==> config.mk <==
export PLATFORM = sky130hd
export DESIGN_NAME = ldpc_enc_source
export DESIGN_NICKNAME = d
export VERILOG_FILES = /design/src/rtl/ldpc_enc_source.sv
export SDC_FILE = /design/constraint.sdc
export NUM_CORES = 1
export LEC_CHECK = 0
export CORE_AREA = 2 2 56 58
export CTS_BUF_LIST = sky130_fd_sc_hd__clkbuf_8 sky130_fd_sc_hd__clkbuf_16
export DETAILED_ROUTE_END_ITERATION = 6
export DIE_AREA = 0 0 58 60
export MAX_ROUTING_LAYER = met4
export PLACE_DENSITY = 0.68
export SKIP_LAST_GASP = 1
export SYNTH_ARGS = -nofsm -noshare
export SYNTH_HDL_FRONTEND = slang
export SYNTH_SLANG_ARGS = --single-unit
==> constraint.sdc <==
create_clock -name iclk -period 3.1 [get_ports iclk]
set_clock_uncertainty 0.15 [all_clocks]
set_input_delay 0.465 -clock iclk [delete_from_list [all_inputs] [get_ports iclk]]
set_output_delay 0.465 -clock iclk [all_outputs]
set_load 0.02 [all_outputs]
==> src/rtl/ldpc_enc_source.sv <==
// Frame builder ahead of the LDPC encoder: wraps a payload stream into sop/eop/eof
// framed beats with a latched tag and appends one zero filler word per parity slot.
module ldpc_enc_source #(
  parameter int pDAT_W    = 8,
  parameter int pTAG_W    = 4,
  parameter int pDATA_NUM = 24,
  parameter int pPAR_NUM  = 24
) (
  input  logic              iclk,
  input  logic              ireset,
  input  logic              iclkena,
  input  logic              ival,
  input  logic [pTAG_W-1:0] itag,
  input  logic [pDAT_W-1:0] idat,
  output logic              ordy,
  input  logic              iencrdy,
  output logic              osop,
  output logic              oeop,
  output logic              oeof,
  output logic              oval,
  output logic [pTAG_W-1:0] otag,
  output logic [pDAT_W-1:0] odat
);

  localparam int CNT_MAX = (pDATA_NUM > pPAR_NUM) ? pDATA_NUM : pPAR_NUM;
  localparam int CNT_W   = (CNT_MAX > 1) ? $clog2(CNT_MAX) : 1;
  localparam logic [CNT_W-1:0] DATA_LAST = CNT_W'(pDATA_NUM - 1);
  localparam logic [CNT_W-1:0] PAR_LAST  = CNT_W'(pPAR_NUM - 1);

  typedef enum logic [1:0] {IDLE, DATA, PAR} state_t;

  state_t             state_q, state_d;
  logic [CNT_W-1:0]   cnt_q, cnt_d;
  logic               oval_q, oval_d;
  logic               osop_q, osop_d;
  logic               oeop_q, oeop_d;
  logic               oeof_q, oeof_d;
  logic [pTAG_W-1:0]  otag_q, otag_d;
  logic [pDAT_W-1:0]  odat_q, odat_d;

  logic ld;
  logic xfer;
  logic last_data;
  logic last_par;

  // The output register accepts a new beat when it is empty or being consumed.
  assign ld        = iclkena & (~oval_q | iencrdy);
  assign ordy      = ld & ((state_q == IDLE) | (state_q == DATA));
  assign xfer      = ival & ordy;
  assign last_data = (cnt_q == DATA_LAST);
  assign last_par  = (cnt_q == PAR_LAST);

  always_comb begin
    state_d = state_q;
    cnt_d   = cnt_q;
    oval_d  = oval_q;
    osop_d  = osop_q;
    oeop_d  = oeop_q;
    oeof_d  = oeof_q;
    otag_d  = otag_q;
    odat_d  = odat_q;
    if (ld) begin
      // Default for a load slot with nothing to send is a bubble; flags drop with it.
      oval_d = 1'b0;
      osop_d = 1'b0;
      oeop_d = 1'b0;
      oeof_d = 1'b0;
      unique case (state_q)
        IDLE: begin
          if (xfer) begin
            oval_d  = 1'b1;
            osop_d  = 1'b1;
            odat_d  = idat;
            otag_d  = itag;
            cnt_d   = CNT_W'(1);
            state_d = DATA;
          end
        end
        DATA: begin
          if (xfer) begin
            oval_d = 1'b1;
            odat_d = idat;
            oeop_d = last_data;
            if (last_data) begin
              cnt_d   = '0;
              state_d = PAR;
            end else begin
              cnt_d = cnt_q + CNT_W'(1);
            end
          end
        end
        PAR: begin
          oval_d = 1'b1;
          odat_d = '0;
          oeof_d = last_par;
          if (last_par) begin
            cnt_d   = '0;
            state_d = IDLE;
          end else begin
            cnt_d = cnt_q + CNT_W'(1);
          end
        end
        default: begin
          cnt_d   = '0;
          state_d = IDLE;
        end
      endcase
    end
  end

  always_ff @(posedge iclk) begin
    if (ireset) begin
      state_q <= IDLE;
      cnt_q   <= '0;
      oval_q  <= 1'b0;
      osop_q  <= 1'b0;
      oeop_q  <= 1'b0;
      oeof_q  <= 1'b0;
      otag_q  <= '0;
      odat_q  <= '0;
    end else begin
      state_q <= state_d;
      cnt_q   <= cnt_d;
      oval_q  <= oval_d;
      osop_q  <= osop_d;
      oeop_q  <= oeop_d;
      oeof_q  <= oeof_d;
      otag_q  <= otag_d;
      odat_q  <= odat_d;
    end
  end

  assign oval = oval_q;
  assign osop = osop_q;
  assign oeop = oeop_q;
  assign oeof = oeof_q;
  assign otag = otag_q;
  assign odat = odat_q;

endmodule

==> results of run 1 <==
[through the flow]
step	hold slack (ns)	area (um^2)	power [mW]	util [%]	worst slack, ns
2_1_floorplan	0.299	1100	0.397	-	1.17
3_3_place_gp	0.290	1460	0.456	50.3	0.538
3_5_place_dp	0.295	1460	0.459	50.3	0.508
4_1_cts	0.306	1510	0.648	51.9	0.506
5_1_grt	0.325	1510	0.668	51.9	0.410
6_report	0.302	1510	0.639	51.9	0.502
[final cells by class]
class                   count  area [um^2]  area share (%)
well taps                  33         41.3            2.74
multi-input cells          95          608            40.4
clock inverters             1         5.00           0.333
flip-flops and latches     23          460            30.6
repair buffers             34          338            22.4
inverters                   3         11.3           0.748
clock buffers               3         41.3            2.74
[state kept, by name (all words and copies together) (netlist names)]
| name | count |
|---|---|
| oeof | 1 |
| state_q | 2 |
| osop | 1 |
| cnt_q | 5 |
| otag | 4 |
| odat | 8 |
| oeop | 1 |
| oval | 1 |
[worst max-delay path: stages]
cell and delay, ns:
clkdlybuf4s50_1 0.48, nand2b_1 0.18, nand2_1 0.09, nor2_1 0.14
clkdlybuf4s50_1 0.62
[power by group through the flow]
stage / Combinational, mW / Clock [mW] / Sequential [mW]
after global placement: 0.132 / 0 / 0.324
after CTS: 0.135 / 0.195 / 0.318
after global routing: 0.147 / 0.201 / 0.320
final: 0.133 / 0.188 / 0.318
after floorplan: 0.0606 / 0 / 0.336
after detailed placement: 0.134 / 0 / 0.325
[synthesized netlist by cell type]
master | count | area (um^2)
dfxtp_1 | 23 | 460
o2111ai_1 | 1 | 8.76
buf_2 | 2 | 10.0
nand4b_1 | 8 | 70.1
nand4_1 | 5 | 31.3
nor2b_1 | 1 | 6.26
mux2i_2 | 1 | 13.8
mux2i_1 | 4 | 40.0
nor3b_1 | 1 | 7.51
and2_1 | 2 | 12.5
inv_1 | 3 | 11.3
or4_1 | 1 | 7.51
ha_1 | 5 | 62.6
or4b_1 | 1 | 10.0
and4b_1 | 1 | 10.0
o21ai_0 | 13 | 65.1
nand2_1 | 10 | 37.5
or3b_1 | 1 | 8.76
nand3_1 | 3 | 15.0
o21bai_4 | 1 | 18.8
a22oi_1 | 1 | 7.51
clkbuf_1 | 4 | 15.0
nor2_1 | 11 | 41.3
mux2_2 | 1 | 11.3
nand2b_1 | 2 | 12.5
or3b_2 | 1 | 8.76
a21oi_1 | 19 | 95.1
a31oi_1 | 1 | 6.26
[path summary, 6_finish.rpt]
path / from / end / slack (ns) / cells after the start
hold / removal: oeop / oeop / 0.30 / 2
setup reg to reg: state_q[1] / cnt_q[3] / 0.86 / 6
setup / recovery: iencrdy / ordy / 0.50 / 5
hold reg to reg: oeop / oeop / 0.30 / 2
[cell families after synthesis]
family	Yosys count	share of synthesized area (%)
buffers and inverters	9	3.28
DFF	23	41.7
AOI/OAI and AO/OA	36	18.2
muxes	6	5.89
adders and majority gates	5	5.66
and+or+nand+nor	48	25.3
[metal layers]
| metal | global-route usage [%] | vias up | routed length (um) |
|---|---|---|---|
| met3 | 4.33 | 5 | 109 |
| met2 | 27.3 | 25 | 1270 |
| met5 | - | - | 0 |
| li1 | - | 524 | - |
| met4 | 4.32 | 0 | 22 |
| met1 | 20.7 | 494 | 1160 |
==> metrics, run 1 <==
IO Pins 34; Post-Layout Cell Count 192; status completed; Leak Pwr 0.544 nW; Initial Util 38.1%; hold_buf cts 0; GRT overflow 0; Antenna diodes 0; vias in the first global route 1030; Routed Antenna Nets 0; Tmin final 2.60 ns; sequential cell area fraction in the yosys report 41.7%; initial DRC count 28; Sw Ratio 27.6%; row count 20; synthesized instance count 127; clk buf depth 2; CP arrival 1.98 ns; Mapped Nets 149; # fillers 288; fin crit share 83.8%; global-route wire length before repair 4440 um; nets@finish 182; CTS root buf clkbuf_8; die area 0.00348 mm^2; Yosys warning total 0; cell count after placement 188; Fin Setup TNS 0 ns; RSZ-0062 raised after global routing false; Die X 58 um; routed length per instance 13.4 um; final wirelength 2560 um; mean area per synthesized cell 8.70 um^2; post_cts resized 0; H-tree lvl count 1; worst slew pin tran 0.825 ns; GP Congestion 0.758; core footprint 0.00290 mm^2; most frequent cells in the layout clkdlybuf4s50_1 (33), dfxtp_1 (23), a21oi_1 (19), o21ai_0 (13), nor2_1 (11); CTS sink count 23; CTS tree done; startpoint types input port; final hold violations 0; Logic pwr share 20.8%; PortBufs 33; Yosys cell types 28; placed wire-length estimate 1920 um; later-pin clock latency in the skew report 0.27 ns; final setup fails 0; drt first pass iters 5; number of vias per cell 5.46; Remaining DRCs 0; clock-pin slew on the worst setup and hold paths 0.08 ns; P&R area growth vs syn 36.2%; Max-Cap Viols 0; clock power share 29.4%; worst hold path type flip-flop to flip-flop; FMAX 385 MHz; commonest non-fill, non-tap cell in the layout clkdlybuf4s50_1; TritonCTS Buffers 3; P_int 463 uW; crit path max fanout 5; register share of total power 49.7%; CP endpoint kind output port; mapped cell area 0.00110 mm^2; normalized max-slew margin 44.9%; Switch Pwr 176 uW; largest net degree at the start of global routing 24; WP data required 2.48 ns; fin. max-slew vios 0; critical path class input port to output port; pwr/cell area 425 mW/mm^2; GRT Total Usage 16.7%; VDD IR max 304 uV; Yosys reg bits 23; vias post-DR 1048; Die Y-Extent 60 um; initial antenna violation count 0; postcts setup bufs 0; share of layout cells above drive strength 1 5.66%
No activity file was read; power rests on OpenSTA's default activity.
==> run 2, diff against run 1 <==
- clock period: 3.1 -> 2.44 ns (I/O delays scaled with it)
==> metrics, run 2 (synthesis results as in run 1) <==
Routed Antenna Nets 0 (unchanged); P&R area growth vs syn 39.0%; row count 20 (unchanged); global-route wire length before repair 4360 um (-1.7%); IO Pins 34 (unchanged); initial antenna violation count 0 (unchanged); FMAX 446 MHz; normalized max-slew margin 66.2% (+21 points); initial DRC count 25 (-11%); Core Util, Final 52.9% (+1.0 points); Leak Pwr 0.567 nW (+4.2%); most frequent cells in the layout clkdlybuf4s50_1 (32), dfxtp_1 (23), a21oi_1 (19), o21ai_0 (13), nor2_1 (11); VDD IR max 336 uV (+10%); worst slew pin tran 0.497 ns (-0.328 ns); routed length per instance 13.8 um (+3.5%); GRT overflow 0 (unchanged); WP data required 2.49 ns (about the same); crit path max fanout 6 (+1); Initial Util 38.1% (unchanged); H-tree lvl count 1 (unchanged); drt first pass iters 4 (-1); CTS sink count 23 (unchanged); TritonCTS Buffers 3 (unchanged); vias in the first global route 990 (-3.9%); final hold slack 0.306 ns (+0.00412 ns); core footprint 0.00290 mm^2 (unchanged); Max-Cap Viols 0 (unchanged); startpoint types flip-flop; clock-pin slew on the worst setup and hold paths 0.08 ns (about the same); die area 0.00348 mm^2 (unchanged); CTS root buf clkbuf_8; worst hold path type flip-flop to flip-flop; r2r worst-path depth 6 (unchanged); Hold Path End oeop; largest net degree at the start of global routing 24 (unchanged); Remaining DRCs 0 (unchanged); fin. max-slew vios 0 (unchanged); pwr/cell area 531 mW/mm^2 (+25%); placed cell area 0.00148 mm^2 (+1.5%); crit-path cells inv_1, ha_2, nor2b_1, nand4_1, or4_1, a21oi_1; R2R setup slack 0.20 ns (-0.66 ns); PortBufs 33 (unchanged); vias post-DR 1066 (+1.7%); GRT Total Usage 16.9% (+0.19 points); Die Y-Extent 60 um (unchanged); fin crit share 92.0%; final hold violations 0 (unchanged); RSZ-0062 raised after global routing false; CP endpoint kind flip-flop; commonest non-fill, non-tap cell in the layout clkdlybuf4s50_1; max reg flops 8 (unchanged); placed wire-length estimate 1950 um (+1.5%); CP arrival 2.29 ns (+0.31 ns); Crit-path slowest cell or4_1; Final Power 815 uW (+28%); CTS tree done; Tmin final 2.24 ns; status completed; Antenna diodes 0 (unchanged); Die X 58 um (unchanged); final wirelength 2690 um (+5.1%); final setup fails 0 (unchanged); FF-to-FF Start state_q[1]; later-pin clock latency in the skew report 0.26 ns (about the same); share of layout cells above drive strength 1 8.64% (+3.0 points); clk buf depth 2 (unchanged); Hold Path Cell Cnt 2 (unchanged); GP Congestion 0.793 (+4.6%); nets@finish 185 (+1.6%); final design instance area without fill 0.00154 mm^2 (+2.0%); Max stage delay on crit path 0.53 ns (-0.09 ns); number of vias per cell 5.47 (+0.15%); critical path class flip-flop to flip-flop; HP Start oeop; Fin Setup TNS 0 ns (unchanged); reg-to-reg endpoint cnt_q[3]
-- run 2: cell type report --
| cell class | count | area [um^2] |
|---|---|---|
| fill | 292 | 1370 |
| timing repair buffer | 37 | 363 |
| clock inverter | 1 | 5.00 |
| multi-input combinational | 95 | 613 |
| tap | 33 | 41.3 |
| inverter | 3 | 11.3 |
| clock buffer | 3 | 41.3 |
| sequential | 23 | 460 |
-- run 2: repair_timing --
action                     in CTS  in global routing
hold buffers                    0                  0
pin swaps                       0                  0
gates resized for setup         2                  1
setup endpoints to repair       1                  1
buffers inserted                0                  0
-- run 2: report_power, final --
group          switching [mW]  leakage, nW  internal, mW
logic                  0.0895        0.354        0.0853
clock network           0.123       0.0255         0.114
registers              0.0116        0.187         0.392
-- run 2: worst max-delay path by stage --
stage | cells past startpoint | slack, ns | from | to
4_1_cts | 5 | 0.03 | state_q[1] | ordy
2_1_floorplan | 6 | 0.51 | state_q[1] | cnt_q[3]
5_1_grt | 6 | 0.04 | state_q[1] | cnt_q[3]
6_report | 6 | 0.20 | state_q[1] | cnt_q[3]
3_5_place_dp | 5 | 0.14 | iencrdy | ordy
3_3_place_gp | 5 | 0.15 | iencrdy | ordy
-- run 2: stage by stage --
step	std cells	setup WS [ns]
after CTS	195	0.0284
after global routing	195	0.0446
final	195	0.196
after detailed placement	191	0.140
after floorplan	127	0.509
after global placement	191	0.147
-- run 2: per-layer routing --
| metal | part of all wire, % | vias up | GRT usage [%] |
|---|---|---|---|
| met1 | 45 | 499 | 20.0 |
| li1 | - | 533 | - |
| met2 | 51 | 31 | 28.7 |
| met4 | 0.71 | 0 | 6.64 |
| met5 | 0 | - | - |
| met3 | 3.6 | 3 | 2.81 |
-- run 2: critical path, delay by kind of cell (launching register included) --
family                   cells  cell delay, ns
AND/OR/NAND/NOR              3            0.94
buffers and inverters        1            0.14
AO/OA/AOI/OAI                1            0.14
flip-flops                   1            0.43
adder cells (fa/ha/maj)      1            0.37
